File: config.mk
export PLATFORM = sky130hd
export DESIGN_NAME = fetch_if2icb_ob_flat
export DESIGN_NICKNAME = d
export VERILOG_FILES = /design/src/rtl/fetch_if2icb_ob_if.sv /design/src/rtl/fetch_if2icb_ob.sv /design/src/flat_wrapper.sv
export SDC_FILE = /design/constraint.sdc
export NUM_CORES = 1
export LEC_CHECK = 0
export ABC_CLOCK_PERIOD_IN_PS = 4100
export CAP_MARGIN = 25
export CORE_MARGIN = 4
export CORE_UTILIZATION = 46
export CTS_CLUSTER_DIAMETER = 200
export DETAILED_ROUTE_END_ITERATION = 8
export HOLD_SLACK_MARGIN = 0.06
export MAX_ROUTING_LAYER = met4
export PLACE_DENSITY_LB_ADDON = 0.2
export SETUP_SLACK_MARGIN = 0.15
export SLEW_MARGIN = 20
export SYNTH_ARGS = -nofsm -noshare
export SYNTH_HDL_FRONTEND = slang
export SYNTH_SLANG_ARGS = --single-unit
File: constraint.sdc
create_clock -name clk -period 4.1 [get_ports clk]
set_clock_uncertainty 0.1 [all_clocks]
set_input_delay 0.82 -clock clk [delete_from_list [all_inputs] [get_ports clk]]
set_output_delay 0.82 -clock clk [all_outputs]
set_load 0.1 [all_outputs]
File: src/rtl/fetch_if2icb_ob_if.sv
// Handshake bundle between the IFU, the fetch bridge and the instruction ICB port.
// The "slave" view belongs to the bridge; the "master" view is the surrounding
// IFU + memory environment that drives requests and bus responses.
interface fetch_if2icb_ob_if #(
  parameter int PC_WIDTH    = 32,
  parameter int INSTR_WIDTH = 32
);
  // IFU request channel
  logic                   if_req_valid;
  logic                   if_req_ready;
  logic [PC_WIDTH-1:0]    if_req_pc;
  // IFU response channel
  logic                   if_resp_valid;
  logic                   if_resp_ready;
  logic                   if_resp_err;
  logic [INSTR_WIDTH-1:0] if_resp_instr;
  // ICB command channel
  logic                   icb_cmd_valid;
  logic                   icb_cmd_ready;
  logic [PC_WIDTH-1:0]    icb_cmd_addr;
  logic                   icb_cmd_read;
  // ICB response channel
  logic                   icb_rsp_valid;
  logic                   icb_rsp_ready;
  logic                   icb_rsp_err;
  logic [INSTR_WIDTH-1:0] icb_rsp_rdata;

  modport slave (
    input  if_req_valid, if_req_pc, if_resp_ready,
           icb_cmd_ready, icb_rsp_valid, icb_rsp_err, icb_rsp_rdata,
    output if_req_ready, if_resp_valid, if_resp_err, if_resp_instr,
           icb_cmd_valid, icb_cmd_addr, icb_cmd_read, icb_rsp_ready
  );

  modport master (
    output if_req_valid, if_req_pc, if_resp_ready,
           icb_cmd_ready, icb_rsp_valid, icb_rsp_err, icb_rsp_rdata,
    input  if_req_ready, if_resp_valid, if_resp_err, if_resp_instr,
           icb_cmd_valid, icb_cmd_addr, icb_cmd_read, icb_rsp_ready
  );
endinterface

File: src/rtl/fetch_if2icb_ob.sv
// IF-to-ICB fetch bridge with up to OUTS_DEPTH in-order outstanding fetches.
// A ring buffer of slots holds each fetch from command issue until the IFU takes
// the instruction; three pointers track issue (wr), bus return (fill) and IFU
// consumption (rd). A flush abandons everything in flight and counts how many bus
// responses still have to come back so they can be swallowed silently.
// Note: rst_n is an active-HIGH asynchronous reset; the name is historical.
module fetch_if2icb_ob #(
  parameter int PC_WIDTH    = 32,
  parameter int INSTR_WIDTH = 32,
  parameter int OUTS_DEPTH  = 2,
  parameter int ALIGN_LSB   = 2
) (
  input  logic             clk,
  input  logic             rst_n,
  input  logic             flush,
  fetch_if2icb_ob_if.slave bus
);

  localparam int IDX_W = $clog2(OUTS_DEPTH);
  localparam int PTR_W = IDX_W + 1;
  localparam logic [PC_WIDTH-1:0] ALIGN_MASK =
    ~((PC_WIDTH'(1) << ALIGN_LSB) - PC_WIDTH'(1));

  // Pointers carry one extra wrap bit so full and empty are distinguishable.
  logic [PTR_W-1:0]       wr_ptr;
  logic [PTR_W-1:0]       fill_ptr;
  logic [PTR_W-1:0]       rd_ptr;
  logic [PTR_W-1:0]       drop_cnt;
  logic [OUTS_DEPTH-1:0]  slot_filled;
  logic                   slot_err  [OUTS_DEPTH];
  logic [INSTR_WIDTH-1:0] slot_data [OUTS_DEPTH];

  logic [IDX_W-1:0] wr_idx;
  logic [IDX_W-1:0] fill_idx;
  logic [IDX_W-1:0] rd_idx;
  logic [PTR_W:0]   used;
  logic [PTR_W-1:0] unreturned;
  logic             credit;
  logic             idle;
  logic             misaligned;
  logic             req_ready;
  logic             cmd_valid;
  logic             req_fire;
  logic             resp_valid;
  logic             resp_fire;
  logic             rsp_drop;
  logic             rsp_accept;
  logic [PTR_W-1:0] drop_after_flush;

  assign wr_idx   = wr_ptr[IDX_W-1:0];
  assign fill_idx = fill_ptr[IDX_W-1:0];
  assign rd_idx   = rd_ptr[IDX_W-1:0];

  // Occupancy counts both live slots and abandoned fetches still owed by the bus,
  // so new commands cannot overrun the response space the bus relies on.
  assign used       = {1'b0, wr_ptr - rd_ptr} + {1'b0, drop_cnt};
  assign credit     = used < (PTR_W+1)'(OUTS_DEPTH);
  assign idle       = (used == '0);
  assign unreturned = wr_ptr - fill_ptr;

  generate
    if (ALIGN_LSB > 0) begin : g_align
      assign misaligned = |bus.if_req_pc[ALIGN_LSB-1:0];
    end else begin : g_no_align
      assign misaligned = 1'b0;
    end
  endgenerate

  // Request acceptance and command issue; misaligned PCs never reach the bus and
  // wait until the bridge is empty so their error stays in program order.
  always_comb begin
    // NOTE: every output of a combinational block gets a default first, so no
    // path through the if/else leaves it unassigned and no latch is inferred.
    req_ready = 1'b0;
    cmd_valid = 1'b0;
    if (!rst_n && !flush) begin
      if (misaligned) begin
        req_ready = idle;
      end else begin
        cmd_valid = bus.if_req_valid & credit;
        req_ready = bus.icb_cmd_ready & credit;
      end
    end
  end

  assign req_fire = bus.if_req_valid & req_ready;

  // Bus responses: first pay off abandoned fetches, otherwise fill the oldest
  // unreturned slot. A response with nothing outstanding is ignored.
  assign rsp_drop   = bus.icb_rsp_valid & (drop_cnt != '0);
  assign rsp_accept = bus.icb_rsp_valid & (drop_cnt == '0) & (fill_ptr != wr_ptr);

  // A flush turns every unreturned bus fetch into a pending drop; a response
  // consumed in the flush cycle itself (dropped or filled) is no longer owed.
  assign drop_after_flush = drop_cnt + unreturned
                          - ((rsp_drop | rsp_accept) ? PTR_W'(1) : PTR_W'(0));

  assign resp_valid = slot_filled[rd_idx] & (rd_ptr != wr_ptr) & ~flush & ~rst_n;
  assign resp_fire  = resp_valid & bus.if_resp_ready;

  assign bus.if_req_ready  = req_ready;
  assign bus.icb_cmd_valid = cmd_valid;
  assign bus.icb_cmd_addr  = bus.if_req_pc & ALIGN_MASK;
  assign bus.icb_cmd_read  = 1'b1;
  assign bus.icb_rsp_ready = 1'b1;
  assign bus.if_resp_valid = resp_valid;
  assign bus.if_resp_err   = resp_valid & slot_err[rd_idx];
  assign bus.if_resp_instr = resp_valid ? slot_data[rd_idx] : '0;

  // Pointer, drop counter and slot-valid bookkeeping.
  always_ff @(posedge clk or posedge rst_n) begin
    // NOTE: sequential state uses non-blocking assignments so every register
    // samples the pre-edge values regardless of statement order.
    if (rst_n) begin
      wr_ptr      <= '0;
      fill_ptr    <= '0;
      rd_ptr      <= '0;
      drop_cnt    <= '0;
      slot_filled <= '0;
    end else if (flush) begin
      rd_ptr      <= wr_ptr;
      fill_ptr    <= wr_ptr;
      slot_filled <= '0;
      drop_cnt    <= drop_after_flush;
    end else begin
      // The three updates touch distinct slots: wr and fill only alias rd when
      // the ring is full or rd's slot is still unfilled.
      if (req_fire) begin
        wr_ptr              <= wr_ptr + PTR_W'(1);
        slot_filled[wr_idx] <= misaligned;
        // A misaligned entry needs no bus data, so fill moves past it too.
        if (misaligned) fill_ptr <= fill_ptr + PTR_W'(1);
      end
      if (rsp_drop) drop_cnt <= drop_cnt - PTR_W'(1);
      if (rsp_accept) begin
        slot_filled[fill_idx] <= 1'b1;
        fill_ptr              <= fill_ptr + PTR_W'(1);
      end
      if (resp_fire) begin
        slot_filled[rd_idx] <= 1'b0;
        rd_ptr              <= rd_ptr + PTR_W'(1);
      end
    end
  end

  // Slot payload storage; contents only matter while the slot's filled bit is set.
  always_ff @(posedge clk) begin
    // NOTE: the payload array has no reset; validity lives in slot_filled, which
    // is reset, so clearing the data would only cost reset routing.
    if (req_fire && misaligned) begin
      slot_err[wr_idx]  <= 1'b1;
      slot_data[wr_idx] <= '0;
    end
    if (rsp_accept) begin
      slot_err[fill_idx]  <= bus.icb_rsp_err;
      slot_data[fill_idx] <= bus.icb_rsp_rdata;
    end
  end

  // The bus must never answer a fetch that was not issued.
  a_no_orphan_rsp: assert property (@(posedge clk) disable iff (rst_n)
    !(bus.icb_rsp_valid && drop_cnt == '0 && fill_ptr == wr_ptr));

endmodule

File: src/flat_wrapper.sv
// flat-port wrapper written by rule: the top's interface ports become plain ports
module fetch_if2icb_ob_flat 
#(
  parameter int PC_WIDTH    = 32,
  parameter int INSTR_WIDTH = 32,
  parameter int OUTS_DEPTH  = 2,
  parameter int ALIGN_LSB   = 2
)
  (clk, rst_n, flush, bus_if_req_valid, bus_if_req_pc, bus_if_resp_ready, bus_icb_cmd_ready, bus_icb_rsp_valid, bus_icb_rsp_err, bus_icb_rsp_rdata, bus_if_req_ready, bus_if_resp_valid, bus_if_resp_err, bus_if_resp_instr, bus_icb_cmd_valid, bus_icb_cmd_addr, bus_icb_cmd_read, bus_icb_rsp_ready);
  fetch_if2icb_ob_if #(.PC_WIDTH(PC_WIDTH), .INSTR_WIDTH(INSTR_WIDTH)) bus_i ();
  input  logic clk;
  input  logic rst_n;
  input  logic flush;
  input wire logic [$bits(bus_i.if_req_valid)-1:0] bus_if_req_valid;
  input wire logic [$bits(bus_i.if_req_pc)-1:0] bus_if_req_pc;
  input wire logic [$bits(bus_i.if_resp_ready)-1:0] bus_if_resp_ready;
  input wire logic [$bits(bus_i.icb_cmd_ready)-1:0] bus_icb_cmd_ready;
  input wire logic [$bits(bus_i.icb_rsp_valid)-1:0] bus_icb_rsp_valid;
  input wire logic [$bits(bus_i.icb_rsp_err)-1:0] bus_icb_rsp_err;
  input wire logic [$bits(bus_i.icb_rsp_rdata)-1:0] bus_icb_rsp_rdata;
  output wire logic [$bits(bus_i.if_req_ready)-1:0] bus_if_req_ready;
  output wire logic [$bits(bus_i.if_resp_valid)-1:0] bus_if_resp_valid;
  output wire logic [$bits(bus_i.if_resp_err)-1:0] bus_if_resp_err;
  output wire logic [$bits(bus_i.if_resp_instr)-1:0] bus_if_resp_instr;
  output wire logic [$bits(bus_i.icb_cmd_valid)-1:0] bus_icb_cmd_valid;
  output wire logic [$bits(bus_i.icb_cmd_addr)-1:0] bus_icb_cmd_addr;
  output wire logic [$bits(bus_i.icb_cmd_read)-1:0] bus_icb_cmd_read;
  output wire logic [$bits(bus_i.icb_rsp_ready)-1:0] bus_icb_rsp_ready;
  assign bus_i.if_req_valid = bus_if_req_valid;
  assign bus_i.if_req_pc = bus_if_req_pc;
  assign bus_i.if_resp_ready = bus_if_resp_ready;
  assign bus_i.icb_cmd_ready = bus_icb_cmd_ready;
  assign bus_i.icb_rsp_valid = bus_icb_rsp_valid;
  assign bus_i.icb_rsp_err = bus_icb_rsp_err;
  assign bus_i.icb_rsp_rdata = bus_icb_rsp_rdata;
  assign bus_if_req_ready = bus_i.if_req_ready;
  assign bus_if_resp_valid = bus_i.if_resp_valid;
  assign bus_if_resp_err = bus_i.if_resp_err;
  assign bus_if_resp_instr = bus_i.if_resp_instr;
  assign bus_icb_cmd_valid = bus_i.icb_cmd_valid;
  assign bus_icb_cmd_addr = bus_i.icb_cmd_addr;
  assign bus_icb_cmd_read = bus_i.icb_cmd_read;
  assign bus_icb_rsp_ready = bus_i.icb_rsp_ready;
  fetch_if2icb_ob #(.PC_WIDTH(PC_WIDTH), .INSTR_WIDTH(INSTR_WIDTH), .OUTS_DEPTH(OUTS_DEPTH), .ALIGN_LSB(ALIGN_LSB)) u_core (.clk(clk), .rst_n(rst_n), .flush(flush), .bus(bus_i));
endmodule
==> results, run 1 <==
- The run finished with clean final reports.
- The final non-filler cell area is 0.00533 mm².
- The number of vias per cell after detailed routing is roughly 5.2.
- For hold timing, the worst endpoint is u_core.slot_err[1].
- The total detailed-routing wirelength is 8480 µm.
- Setup repair after global routing left no endpoint under its margin.
- The data required time at the worst endpoint is 3.18 ns.
- The site row count is 34.
- The final number of hold-violating endpoints was 0.
- The die outline width is 102 µm.
- The cell type contributing the most total cell area after synthesis is sky130_fd_sc_hd__edfxtp_1.
- The layer flagged by global routing as most heavily used is met2.
- The die height is 102 µm.
- Across all hold checks on the routed design, the worst slack comes to 0.381 ns.
- The area of the multi-input gates is around 0.0015 mm².
- The measured slew at the worst slew-check pin is ~0.67 ns.
- Among all cell types in the netlist, the one instantiated most often is sky130_fd_sc_hd__and2_1.
- The number of cells on the worst reg-to-reg path is 10.
- Of the total synthesized cell area, the portion taken by XOR and XNOR cells is 0.0237.
- The clock-pin slew on the worst setup and hold paths is approximately 0.08 ns.
- The type of origin of the critical path is a register.
- The fmax is 0.267 GHz.
- The number of antenna diodes in the final layout is 0.
- For this run, the number of Yosys warnings is 0.
- The total DRC errors in the routed layout is 0.
- The worst hold path belongs to the class register to register.
- For this run, the total global-route usage over all layers was measured as 0.171.
- The netlist area before placement is about 0.004 mm².
- The initial antenna violation count came to 0.
- The area growth from synthesis to layout is 30.9%.
- The number of unique standard cell types used by synthesis is 45.
- The worst setup path is captured at an output port.
- The total of buffers placed on input and output ports is slightly below 80.
- Summed over all layers, the global routing overflow is 0.
- The worst-case IR drop observed on VDD is 266 µV.
- The register area is approximately 0.0022 mm².
- Yosys mapped a number of flops with a built-in enable equal to 64.
- The first routing iteration left 84 violations.
- The core region is 0.00868 mm².
- The commonest cells after synthesis are sky130_fd_sc_hd__and2_1, sky130_fd_sc_hd__edfxtp_1, sky130_fd_sc_hd__nor2_1.
- Along the worst hold path, the cell count comes to 1.
- The combinational family with the most area after synthesis is simple AND/OR/NAND/NOR gates.
- The first global-routing pass estimated 13,300 µm of wire.
- The via count is 2,708.
- The worst-path maximum fanout is 6.
- Ranked by total cell area, the synthesized netlist is headed by sky130_fd_sc_hd__edfxtp_1, sky130_fd_sc_hd__and2_1, sky130_fd_sc_hd__mux2i_1, sky130_fd_sc_hd__buf_4, sky130_fd_sc_hd__dfrtp_1.
- The max capacitance violation total is 0.
- The standard cell area after detailed placement is 0.00511 mm².
- The final setup violation count is 0.
- The tree is rooted in a sky130_fd_sc_hd__clkbuf_8.
- In the final routed layout, each cell accounts on average for 16.4 µm.
- The compound-cell area share of the yosys netlist came to 0.0464.
- The fraction of met2 tracks used by global routing is 0.280.
- In the global route stage, met1 resource usage came out at 0.202.
- The met3 capacity usage during global routing is 0.0410.
- The layout has 714 filler cells.
- The placer's final routability congestion estimate is 0.854.
- 142 I/O pins were placed.
- The adder-cell share of the synthesized area is 0.0270.
- The half-perimeter wire length after placement is 5650 µm.
- Of all flip-flops after synthesis, the portion carrying an async set or reset was 0.132.
- The remaining antenna violation count after routing is 0.
- In this run the critical register-to-register path is captured at u_core.slot_data[1][30].
- The TritonCTS clock tree is done.
- The count of nets after finishing is 484.
- After technology mapping, the gate count stands at 352.
- The critical path is of the register to output port type.
- The total negative slack is 0 ns.
- For this run, the register share of the synthesized area comes to 0.543.
- The die covers 0.0104 mm².
- The flip-flop cell with the highest count after synthesis is sky130_fd_sc_hd__edfxtp_1.
- The total power is between 3 and 4 mW.
- The arrival time of data at the critical path endpoint is roughly 2.8 ns.
- The count of state elements after synthesis is 76.
- The clock passes through at most 2 buffers.
- The final worst-path cycle share is 0.913.
- Once layout is complete, the utilization of the core stands at 0.614.
- The pre-antenna-repair detailed-routing pass consisted of 4 iterations.
- The worst pin sits at a relative slew slack of 0.551.
- Of the total synthesized cell area, the portion taken by AND, OR, NAND and NOR gates is 0.177.
- The starting utilization of the core area is 0.469.
- The ratio of total power to cell area is 603 mW/mm².
- The clock latency of the later-clocked register in the worst-skew pair is 0.34 ns.
- The reg-to-reg startpoint is u_core.wr_ptr[0].
- The clock net in this run drives a total of 76 sinks.
- Across all register-to-register paths, the minimum setup slack is 0.60 ns.
- The hold buffer count at cts is 0.
- The multiplexer share of the synthesized area is 0.0863.
- The clock period could shrink to 3.74 ns.
- Buffers inserted during clock tree synthesis total 9.
- The largest net degree at the start of global routing is 38.
- The via count of the first global-routing pass is roughly 2,800.
- In the final layout, the share of cells above drive strength 1 is 0.178.
- The max-slew violation total from the final report was 0.
- The H-tree was split into 3 levels.
- The average instance area after synthesis is 11.6 µm².
- The leakage power total is between 2 and 2.5 nW.
- The source of the worst hold timing path is u_core.slot_err[1].
- The fraction of synthesized cell area taken by the top area cell type is 0.472.
worst max-delay path, cell delays in order (launching register included):
cell and delay (ns):
sky130_fd_sc_hd__dfrtp_2 0.44, sky130_fd_sc_hd__clkinvlp_4 0.15, sky130_fd_sc_hd__ha_1 0.31, sky130_fd_sc_hd__inv_1 0.12, sky130_fd_sc_hd__ha_1 0.16, sky130_fd_sc_hd__inv_1 0.05
sky130_fd_sc_hd__fa_1 0.52, sky130_fd_sc_hd__and4bb_2 0.31, sky130_fd_sc_hd__and3_1 0.23, sky130_fd_sc_hd__buf_12 0.18
metrics by stage:
step | worst slack, ns | std cells
2_1_floorplan | 0.381 | 354
3_3_place_gp | 0.402 | 497
3_5_place_dp | 0.272 | 497
4_1_cts | 0.165 | 512
5_1_grt | 0.214 | 517
6_report | 0.356 | 517
where the power goes:
part           total (mW)  internal [mW]  switching [mW]
sequential           1.16           1.06          0.0995
combinational        1.51          0.627           0.885
clock               0.541          0.276           0.265
total                3.21           1.97            1.25
how the worst max path moves through the flow:
stage	start	end	slack (ns)
final	u_core.wr_ptr[0]	bus_icb_cmd_valid	0.36
after global routing	u_core.wr_ptr[0]	bus_icb_cmd_valid	0.21
after CTS	u_core.wr_ptr[0]	bus_icb_cmd_valid	0.17
after detailed placement	bus_icb_rsp_valid	u_core.drop_cnt[1]	0.27
after global placement	bus_icb_rsp_valid	u_core.drop_cnt[1]	0.40
after floorplan	u_core.wr_ptr[0]	bus_icb_cmd_valid	0.38
flip-flops by register name, indices dropped and copies added, names as in the netlist:
name,count
u_core.slot_data,64
u_core.drop_cnt,2
u_core.fill_ptr,2
u_core.rd_ptr,2
u_core.slot_err,2
u_core.slot_filled,2
u_core.wr_ptr,2
cell usage in the layout (no fill, tap or decap), types with 4 or more instances in the layout:
cell,count
sky130_fd_sc_hd__a21oi_1,5
sky130_fd_sc_hd__mux2i_1,34
sky130_fd_sc_hd__ha_1,4
sky130_fd_sc_hd__clkdlybuf4s50_1,41
sky130_fd_sc_hd__inv_1,11
sky130_fd_sc_hd__conb_1,4
sky130_fd_sc_hd__dfrtp_1,8
sky130_fd_sc_hd__buf_12,37
sky130_fd_sc_hd__and2_1,65
sky130_fd_sc_hd__edfxtp_1,64
sky130_fd_sc_hd__nor2_1,38
sky130_fd_sc_hd__xnor2_1,9
sky130_fd_sc_hd__clkbuf_8,9
sky130_fd_sc_hd__nand2_1,5
sky130_fd_sc_hd__buf_4,14
sky130_fd_sc_hd__nor3_1,4
layout make-up:
type / count / share of cell area
clock inverter: 5 / 0.00986
sequential: 76 / 0.415
inverter: 12 / 0.00915
tap: 108 / 0.0253
clock buffer: 10 / 0.0239
timing repair buffer: 92 / 0.236
multi-input combinational: 214 / 0.281
per-layer routing:
metal  routed length (µm)  vias up
li1                     -     1271
met1                 3320     1308
met2                 4360      105
met3                  643       24
met4                  151        0
met5                    0        -
timing repair:
action,CTS,global route
buffers inserted,0,5
endpoints found under the setup margin,2,2
resized for setup,1,1
cells by family (layout without fill, tap and decap cells):
logic type	after synthesis	after routing
simple gates	131	131
flops	76	76
buf+inv	64	119
mux	35	35
compound gates	26	26
xor+xnor	11	11
fa+ha+maj	7	7
other cells	2	4
Power figures use the tool's default switching activity.
==> inputs of run 2 (changes only) <==
SLEW_MARGIN = default   (was 20)
==> results of run 2 <==
No change in the layout: final DEF, timing and power equal those of run 1.
==> inputs of run 3 (changes only) <==
RECOVER_POWER = 25   (was default)
==> run 3 against run 2 <==
Critical path depth decreased by 3. Highest routed layer unchanged. Sequential cell count unchanged. Via count decreased by 0.18%. Sequential power about the same. Clock power about the same. Maximum frequency decreased by 0.28%. Final cell count unchanged. Power increased by 0.12%.
==> results, run 3 (synthesis gave the netlist of run 1 again) <==
- The run finished with clean final reports.
- The aggregate global-route resource usage is 0.171.
- The total power is 3.22 mW.
- The half-perimeter wire length after placement is 5650 µm.
- Setup repair after global routing left no endpoint under its margin.
- For this run, global-route usage on met2 was measured as 0.280.
- The area of the multi-input gates is 0.00150 mm².
- Across the whole layout, storage elements account for approximately 0.0022 mm².
- The standard cell area after detailed placement is 0.00511 mm².
- 0 antenna diodes ended up in the layout.
- VDD sags by at most 266 µV.
- The buffer depth of the longest clock path is 2.
- The largest net degree at the start of global routing is 38.
- The via count of the first global-routing pass is 2,784.
- For this run the aggregate overflow at the end of global routing stands at 0.
- In the final routed layout, each cell accounts on average for 16.3 µm.
- Counting the buffers created by CTS gives 9.
- The final worst-path cycle share is 0.916.
- The number of fill cells is slightly above 700.
- Measured against its own limit, the worst slew margin works out to 0.0694.
- The floorplan has 34 rows.
- In the global route stage, met3 resource usage came out at 0.0410.
- The starting utilization of the core area is 0.469.
- The library cells used most frequently in the layout, excluding fill and tap cells, are sky130_fd_sc_hd__edfxtp_1, sky130_fd_sc_hd__and2_1, sky130_fd_sc_hd__clkdlybuf4s50_1.
- The TritonCTS clock tree is done.
- The number of H-tree levels is 3.
- The first-pass iteration count of the detailed router is 4.
- The worst setup path is of the register to output port kind.
- The congestion estimate from routability-driven global placement came to 0.854.
- The worst setup path is captured at an output port.
- The tool flagged a number of max-cap violations equal to 0.
- The leakage power total is around 2.0 nW.
- The total clock sinks is 76.
- The number of flip-flops under the largest register name is 64.
- The initial detailed-routing violation count is 87.
- The total placed cells including tap cells is ~500.
- The fmax is 0.266 GHz.
- The worst hold margin is between 0.3 and 0.4 ns.
- The setup slack after placement is 0.272 ns.
- The total detailed-routing wirelength is 8450 µm.
- The library cell used most frequently in the layout, excluding fill and tap cells, is sky130_fd_sc_hd__edfxtp_1.
- The core box area is 0.00868 mm².
- The initial antenna violation count was 0.
- The met1 layer usage reported by global route is 0.202.
- The fraction of layout instances using a drive strength above 1 is 0.176.
- The final instance count without filler cells is 517.
- After detailed routing, the number of vias per cell comes to 5.23.
- The clock latency of the later-clocked register in the worst-skew pair is 0.34 ns.
- The final worst-path setup slack is 0.346 ns.
- For this run, the share of the core covered by cells in the final layout is 0.614.
- For the worst setup path, the data arrival time is 2.83 ns.
- The number of placed I/O pins is 142.
- The finished cells cover 0.00533 mm².
- From bottom edge to top edge, the die measures 102 µm.
- The area growth from synthesis to layout is 30.8%.
- The ratio of total power to cell area is 604 mW/mm².
- The max-slew violation total from the final report is 0.
- In the routed design, unresolved DRC markers number 0.
- The clock root buffer is sky130_fd_sc_hd__clkbuf_8.
- The most congested layer reported by global routing is met2.
- The die covers about 0.010 mm².
- The first-pass GRT wire length is approximately 13,000 µm.
- The remaining antenna violation count after routing is 0.
- The final number of hold-violating endpoints came to 0.
- The worst path in the final design needs a cycle of about 3.8 ns, including I/O delays and setup.
- For the worst setup path, the data required time is 3.18 ns.
- Port buffering added 77 buffers.
- Summed over all failing endpoints, the final setup total negative slack is 0 ns.
- At the pin with the least slew margin, the transition time is 1.40 ns.
- The clock-pin slew on the worst setup and hold paths is 0.08 ns.
- In this run the worst hold path is classified as register to register.
- Of all nets on the critical path, the largest fanout is 37.
- At the end of the flow, the number of nets in the layout was roughly 480.
- The die is 102 µm wide.
- Setup violations remaining at the end of the flow were counted as 0.
- Detailed routing inserted a total of 2,703 vias.
- The type of origin of the critical path is a register.
- The register ranked first by flip-flop count is u_core.slot_data.
## run 3: cell count changes in the layout (fill, tap and decap cells not counted), sizes merged
| cell | change |
|---|---|
| clkdlybuf4s50 | -2 |
| clkbuf | +2 |
| dlygate4sd3 | +2 |
| buf | -2 |
## run 3: power breakdown
part,internal [mW],switching (mW)
clock network,0.276,0.264
registers,1.06,0.0998
logic,0.632,0.885
## run 3: layer usage
layer	vias to the layer above	part of all wire
li1	1270	-
met1	1291	0.39
met2	118	0.52
met3	24	0.080
met4	0	0.018
met5	-	0
## run 3: what timing repair did
item                                    in CTS  in global routing
gates resized for setup                      1                  1
hold buffers                                 0                  0
endpoints found under the setup margin       2                  2
setup buffers                                0                  5
endpoints found under the hold margin        0                  0
gates cloned                                 0                  0
## run 3: final cells by class
type | instances | share of cell area
Tap cell | 108 | 0.0254
Sequential cell | 76 | 0.416
Clock inverter | 5 | 0.00987
Multi-Input combinational cell | 214 | 0.281
Timing Repair Buffer | 92 | 0.235
Inverter | 12 | 0.00916
Clock buffer | 10 | 0.0240
## run 3: worst paths after layout
path,startpoint,end,slack (ns),cells after the start
max,u_core.rd_ptr[0],bus_if_resp_instr[16],0.35,6
min,u_core.slot_err[1],u_core.slot_err[1],0.38,1
max reg2reg,u_core.wr_ptr[0],u_core.slot_data[1][7],0.65,10
min reg2reg,u_core.slot_err[1],u_core.slot_err[1],0.38,1
max in group asynchronous,rst_n,u_core.wr_ptr[0],2.63,2
min in group asynchronous,rst_n,u_core.drop_cnt[1],0.91,2
## run 3: critical path, stage by stage (launching register included)
cell and delay [ns]:
sky130_fd_sc_hd__dfrtp_2 0.37, sky130_fd_sc_hd__clkbuf_2 0.91, sky130_fd_sc_hd__mux2_2 0.35, sky130_fd_sc_hd__nand3_1 0.13, sky130_fd_sc_hd__buf_4 0.24, sky130_fd_sc_hd__nor2_1 0.27, sky130_fd_sc_hd__buf_12 0.22
